## src/rtl/act_loader_pkg.sv

```systemverilog
// Shared definitions for the activation loader: FSM encoding and lane geometry.
package act_loader_pkg;

    localparam int LANES  = 4;
    localparam int LANE_W = $clog2(LANES);

    typedef enum logic [1:0] {
        IDLE = 2'd0,
        LOAD = 2'd1,
        DONE = 2'd2
    } state_t;

endpackage

```

## src/rtl/act_packer.sv

```systemverilog
// Lane counter and pack register: gathers stream words into one wide vector,
// zero-padding the unfilled upper lanes when a vector closes early.
module act_packer
    import act_loader_pkg::*;
#(
    parameter int IN_WIDTH   = 32,
    parameter int DATA_WIDTH = 128
) (
    input  logic                  clk,
    input  logic                  rst,
    input  logic                  clear,
    input  logic                  accept,
    input  logic [IN_WIDTH-1:0]   in_data,
    input  logic                  in_last,
    output logic                  close,
    output logic [DATA_WIDTH-1:0] vec
);

    logic [LANE_W-1:0]     lane;
    logic [DATA_WIDTH-1:0] pack;

    assign close = accept && ((lane == LANE_W'(LANES - 1)) || in_last);

    always_ff @(posedge clk or posedge rst) begin
        if (rst) begin
            lane <= '0;
            pack <= '0;
        end else if (clear) begin
            lane <= '0;
        end else if (accept) begin
            for (int i = 0; i < LANES; i++) begin
                if (lane == LANE_W'(i)) begin
                    pack[i*IN_WIDTH +: IN_WIDTH] <= in_data;
                end
            end
            lane <= close ? '0 : lane + LANE_W'(1);
        end
    end

    // Closing vector: earlier lanes from the register, the current word in
    // its lane, and zeros above it so stale data never leaks into a write.
    always_comb begin
        vec = '0;
        for (int i = 0; i < LANES; i++) begin
            if (LANE_W'(i) < lane) begin
                vec[i*IN_WIDTH +: IN_WIDTH] = pack[i*IN_WIDTH +: IN_WIDTH];
            end else if (LANE_W'(i) == lane) begin
                vec[i*IN_WIDTH +: IN_WIDTH] = in_data;
            end
        end
    end

endmodule

```

## src/rtl/act_loader.sv

```systemverilog
// Activation buffer feeder: packs 32-bit stream words into 128-bit vectors
// and writes them to buffer port A at consecutive addresses from a base.
module act_loader
    import act_loader_pkg::*;
#(
    parameter int IN_WIDTH   = 32,
    parameter int DATA_WIDTH = 128,
    parameter int ADDR_WIDTH = 16,
    parameter int CNT_WIDTH  = 17
) (
    input  logic                  clk,
    input  logic                  rst,
    input  logic                  start,
    input  logic [ADDR_WIDTH-1:0] base_addr,
    input  logic [CNT_WIDTH-1:0]  num_vecs,
    input  logic                  in_valid,
    input  logic [IN_WIDTH-1:0]   in_data,
    input  logic                  in_last,
    output logic                  in_ready,
    output logic                  we_a,
    output logic [ADDR_WIDTH-1:0] addr_a,
    output logic [DATA_WIDTH-1:0] wdata_a,
    output logic                  busy,
    output logic                  done,
    output logic [CNT_WIDTH-1:0]  vecs_written,
    output logic                  short_err
);

    state_t                state;
    state_t                next_state;
    logic [ADDR_WIDTH-1:0] base_q;
    logic [CNT_WIDTH-1:0]  num_q;
    logic [CNT_WIDTH-1:0]  vw_next;
    logic [DATA_WIDTH-1:0] packed_vec;
    logic                  accept;
    logic                  close;
    logic                  start_go;

    assign in_ready = (state == LOAD);
    assign busy     = (state == LOAD);
    assign accept   = in_valid && in_ready;
    assign start_go = (state == IDLE) && start;
    assign vw_next  = vecs_written + CNT_WIDTH'(1);

    act_packer #(
        .IN_WIDTH   (IN_WIDTH),
        .DATA_WIDTH (DATA_WIDTH)
    ) u_packer (
        .clk     (clk),
        .rst     (rst),
        .clear   (start_go),
        .accept  (accept),
        .in_data (in_data),
        .in_last (in_last),
        .close   (close),
        .vec     (packed_vec)
    );

    always_ff @(posedge clk or posedge rst) begin
        if (rst) begin
            state <= IDLE;
        end else begin
            state <= next_state;
        end
    end

    // DONE lasts one cycle and lines up with the final registered write.
    always_comb begin
        next_state = state;
        done       = 1'b0;
        case (state)
            IDLE: begin
                if (start) begin
                    next_state = (num_vecs == '0) ? DONE : LOAD;
                end
            end
            LOAD: begin
                if (close && ((vw_next == num_q) || in_last)) begin
                    next_state = DONE;
                end
            end
            DONE: begin
                done       = 1'b1;
                next_state = IDLE;
            end
            default: next_state = IDLE;
        endcase
    end

    always_ff @(posedge clk or posedge rst) begin
        if (rst) begin
            base_q       <= '0;
            num_q        <= '0;
            vecs_written <= '0;
            we_a         <= 1'b0;
            addr_a       <= '0;
            wdata_a      <= '0;
            short_err    <= 1'b0;
        end else begin
            we_a <= 1'b0;
            if (start_go) begin
                base_q       <= base_addr;
                num_q        <= num_vecs;
                vecs_written <= '0;
                short_err    <= 1'b0;
            end
            if (close) begin
                we_a         <= 1'b1;
                addr_a       <= base_q + vecs_written[ADDR_WIDTH-1:0];
                wdata_a      <= packed_vec;
                vecs_written <= vw_next;
                if (in_last && (vw_next < num_q)) begin
                    short_err <= 1'b1;
                end
            end
        end
    end

endmodule
```

## config.mk

```make
export PLATFORM = sky130hd
export DESIGN_NAME = act_loader
export DESIGN_NICKNAME = d
export VERILOG_FILES = /design/src/rtl/act_loader_pkg.sv /design/src/rtl/act_packer.sv /design/src/rtl/act_loader.sv
export SDC_FILE = /design/constraint.sdc
export NUM_CORES = 1
export LEC_CHECK = 0
export ABC_AREA = 0
export CAP_MARGIN = 5
export CORE_MARGIN = 5
export CORE_UTILIZATION = 48
export CTS_BUF_LIST = sky130_fd_sc_hd__clkbuf_16
export DETAILED_ROUTE_END_ITERATION = 10
export PLACE_DENSITY_LB_ADDON = 0.08
export SYNTH_ARGS = -nofsm -noshare
export SYNTH_HDL_FRONTEND = slang
export SYNTH_SLANG_ARGS = --single-unit
```

## constraint.sdc

```tcl
create_clock -name clk -period 10.96 [get_ports clk]
set_input_delay 2.74 -clock clk [delete_from_list [all_inputs] [get_ports clk]]
set_output_delay 2.74 -clock clk [all_outputs]
set_load 0.01 [all_outputs]
```

==> run_results.csv <==
group,metric,value,unit
floorplanning,die_w,178,um
timing,slew_viol_final,0,
global_routing,grt_antenna_before_repair,0,
setup_path,crit_family,"buffers and inverters",
final_layout,fin_nets,1604,
floorplanning,ios,236,
power_and_ir_drop,power_leakage,7.94,nW
floorplanning,dieArea,31600,um2
setup_path,cpPeakStageDelay,0.83,ns
timing,finClkSkew,0.00939,ns
final_layout,regArea,7410,um2
final_layout,fin_cells,1899,
placed_design,dp_slack,5.05,ns
detailed_routing,routed_wl,34.0,mm
detailed_routing,dr.first_iter.drc_count,619,
clocking,htree_levels,2,
global_routing,grtUsageTotal,21.6,%
timing,fmax,177,MHz
clocking,holdBufCountCts,0,
detailed_routing,drt_pre_antenna_iters,5,
placed_design,routabilityCongestion,0.794,
clocking,clk_transition_reported_paths,0.06,ns
timing,hold_viol_final,0,
clocking,cts.sink_count,296,
synthesis,syn_area_per_cell,10.4,um2
clocking,clock_latency,0.50,ns
power_and_ir_drop,irDropWorstVdd,0.139,mV
final_layout,antenna_cells,0,
placed_design,io_buffers,235,
detailed_routing,post_drt_wl_per_cell,17.9,um
placed_design,dp_cells,1838,
placed_design,place_hpwl,21.5,mm
final_layout,drive_gt1_share,10.8,%
setup_path,cpMostUsedCell,"o21ai_0",
timing,worstMarginPinSlew,1.23,ns
synthesis,async_reset_ff_share,100,%
detailed_routing,vias,10100,
placed_design,place_area,16100,um2
detailed_routing,postRouteAntennaNets,0,
hold_path,hold_end,"wdata_a[95]",
setup_path,path_class,"primary input to flop",
clocking,cts_resized,0,
clocking,root_buffer,"clkbuf_16",
final_layout,design_area,17100,um2
synthesis,syn_area,13500,um2
timing,setup_violations,0,
global_routing,grt_pass1_vias,10200,
clocking,postCtsSetupRepairBufs,0,
clocking,cts.path.max_buffers,3,
floorplanning,core_area,27800,um2
synthesis,syn_nets,1407,
synthesis,synth-edff-count,0,
detailed_routing,viasPerCell,5.31,
final_layout,multi_input_area,5670,um2
setup_path,r2r_slack,7.08,ns
setup_path,cp_num_buf_inv,3,
floorplanning,die_h,178,um
global_routing,grt_max_degree,278,
clocking,cts_tree,"built",
timing,setup_tns,0,ns
setup_path,cp.arrival,6.05,ns
hold_path,min_path_type,"flop to flop",
detailed_routing,route.detailed.drc,0,
floorplanning,placementRows,61,
synthesis,ys_seq_elements,296,
setup_path,crit_chain,"clkdlybuf4s50_1 -> o21ai_4 -> buf_12 -> inv_2 -> nor2_1 -> o21ai_0 -> o21ai_0",
setup_path,r2r_end,"vecs_written[12]",
final_layout,nFillCells,2343,
floorplanning,initial_core_util,48.6,%
setup_path,cp-start-kind,"primary input",
setup_path,crit_required,11.37,ns
setup_path,path_max_fanout,277,
synthesis,yosysWarningCount,0,
setup_path,end_kind,"flop",
setup_path,r2r-start,"u_packer.lane[1]",
global_routing,grt_pass1_wl,55.1,mm
timing,maxSlewHeadroom,17.7,%
timing,rsz0062_at_grt,"no",
timing,setup_slack,5.32,ns
timing,post-route-period-util,51.5,%
power_and_ir_drop,power.density,237,nW/um2
clocking,numCtsBuffers,34,
synthesis,ys_seq_area_share,54.8,%
flow_run,max_cap_violations,0,
hold_path,hold_start,"wdata_a[95]",
outcome,status,"completed",
synthesis,synth_flop_cell,"dfrtp_1",
global_routing,grt.overflow.total,0,
synthesis,yosysUniqueCellTypes,58,
timing,layout_min_cycle_time,5.64,ns
setup_path,slowest_stage,"nor2_1",
setup_path,reg2reg_depth,7,
synthesis,synthCells,1299,
hold_path,min_path_cells,2,
final_layout,area_growth,26.6,%
-- metal layers --
layer	routed length, um	vias up	GRT usage, %
met5	0	-	0
met4	759	0	5.51
met3	2100	49	5.03
li1	-	4880	-
met1	15400	4927	29.7
met2	15700	219	34.8
-- kinds of logic after synthesis --
kind of cell               synth area share (%)
and+or+nand+nor                            12.9
DFF                                        54.8
adders and majority gates                  3.58
xor gates and xnor gates                   1.75
buffers and inverters                      3.41
AOI/OAI and AO/OA                          13.2
muxes                                      10.4
-- metrics by stage --
| step | util (%) | hold WS [ns] | power (mW) |
|---|---|---|---|
| 2_1_floorplan | - | 0.450 | 2.47 |
| 3_3_place_gp | 57.9 | 0.460 | 3.00 |
| 3_5_place_dp | 57.9 | 0.467 | 3.04 |
| 4_1_cts | 61.5 | 0.482 | 4.10 |
| 5_1_grt | 61.5 | 0.498 | 4.32 |
| 6_report | 61.5 | 0.476 | 4.05 |
-- synthesized netlist by cell type, types with 7 or more instances --
library cell	instances	area share, %
a21o_1	8	0.44
buf_2	26	0.96
a21oi_1	86	3.2
ha_1	37	3.4
and3_1	39	1.8
nand2_1	239	6.6
o31ai_1	7	0.39
mux2i_1	32	2.4
xnor2_1	14	0.91
nand3_1	15	0.56
nor2_1	55	1.5
xor2_1	13	0.84
clkbuf_1	46	1.3
o21ai_0	155	5.7
inv_1	26	0.72
dfrtp_1	296	55
a22o_1	32	2.1
mux2_2	94	7.8
-- worst max-delay path by stage --
stage | startpoint | slack (ns) | to | cells after the start
after CTS | in_last | 5.55 | vecs_written[12] | 7
after global placement | in_valid | 5.14 | vecs_written[8] | 8
final | in_last | 5.32 | vecs_written[12] | 7
after detailed placement | in_last | 5.05 | vecs_written[12] | 7
after floorplan | rst | 0.04 | addr_a[0] | 1
after global routing | in_valid | 5.20 | vecs_written[8] | 8
-- layout by cell type, fill, tap and decap left out, types with 3 or more instances in the layout --
master,netlist,layout
ha_1,37,34
nand3_1,15,15
o31ai_1,7,7
o21ai_1,4,4
clkinv_2,0,4
and2_1,5,5
a21oi_1,86,86
nor2_1,55,55
and3_1,39,38
nor2b_1,3,3
mux2i_1,32,32
buf_4,1,4
a21o_1,8,8
clkinv_1,0,8
xor2_1,13,13
dfrtp_1,296,295
nand4_1,6,6
nand2b_1,4,4
inv_1,26,35
nor3_1,5,5
clkdlybuf4s50_1,0,235
clkbuf_16,0,35
nor4_1,5,5
ha_2,0,3
o21ai_0,155,155
mux2_2,94,94
xnor2_1,14,14
nand2_1,239,237
a22o_1,32,32
o21a_1,3,3
o211ai_1,3,3
-- power by group --
group          leakage [nW]  switching [mW]  internal [mW]  total, mW
clock network         0.532           0.440          0.601       1.04
registers              3.86           0.208           1.46       1.67
logic                  3.55           0.675          0.667       1.34
total                  7.94            1.32           2.73       4.05
-- worst register-to-register path: stages (launching register included) --
cell     delay [ns]
dfrtp_2        0.70
ha_2           0.36
o21ai_4        0.14
buf_12         0.60
inv_2          0.80
nor2_1         0.83
o21ai_0        0.23
o21ai_0        0.12
-- layout make-up --
class	instances	share of cell area (%)
sequential	296	43.3
timing repair buffer	241	14.2
multi-input combinational	896	33.2
clock inverter	26	0.827
clock buffer	35	5.12
tap	378	2.77
inverter	27	0.637
-- sequential cells by signal (all words and copies together) (netlist names) --
name / cells
addr_a: 16
we_a: 1
u_packer.lane: 2
num_q: 17
base_q: 16
u_packer.pack: 96
short_err: 1
vecs_written: 17
wdata_a: 128
state: 2
No activity file was read; power rests on OpenSTA's default activity.
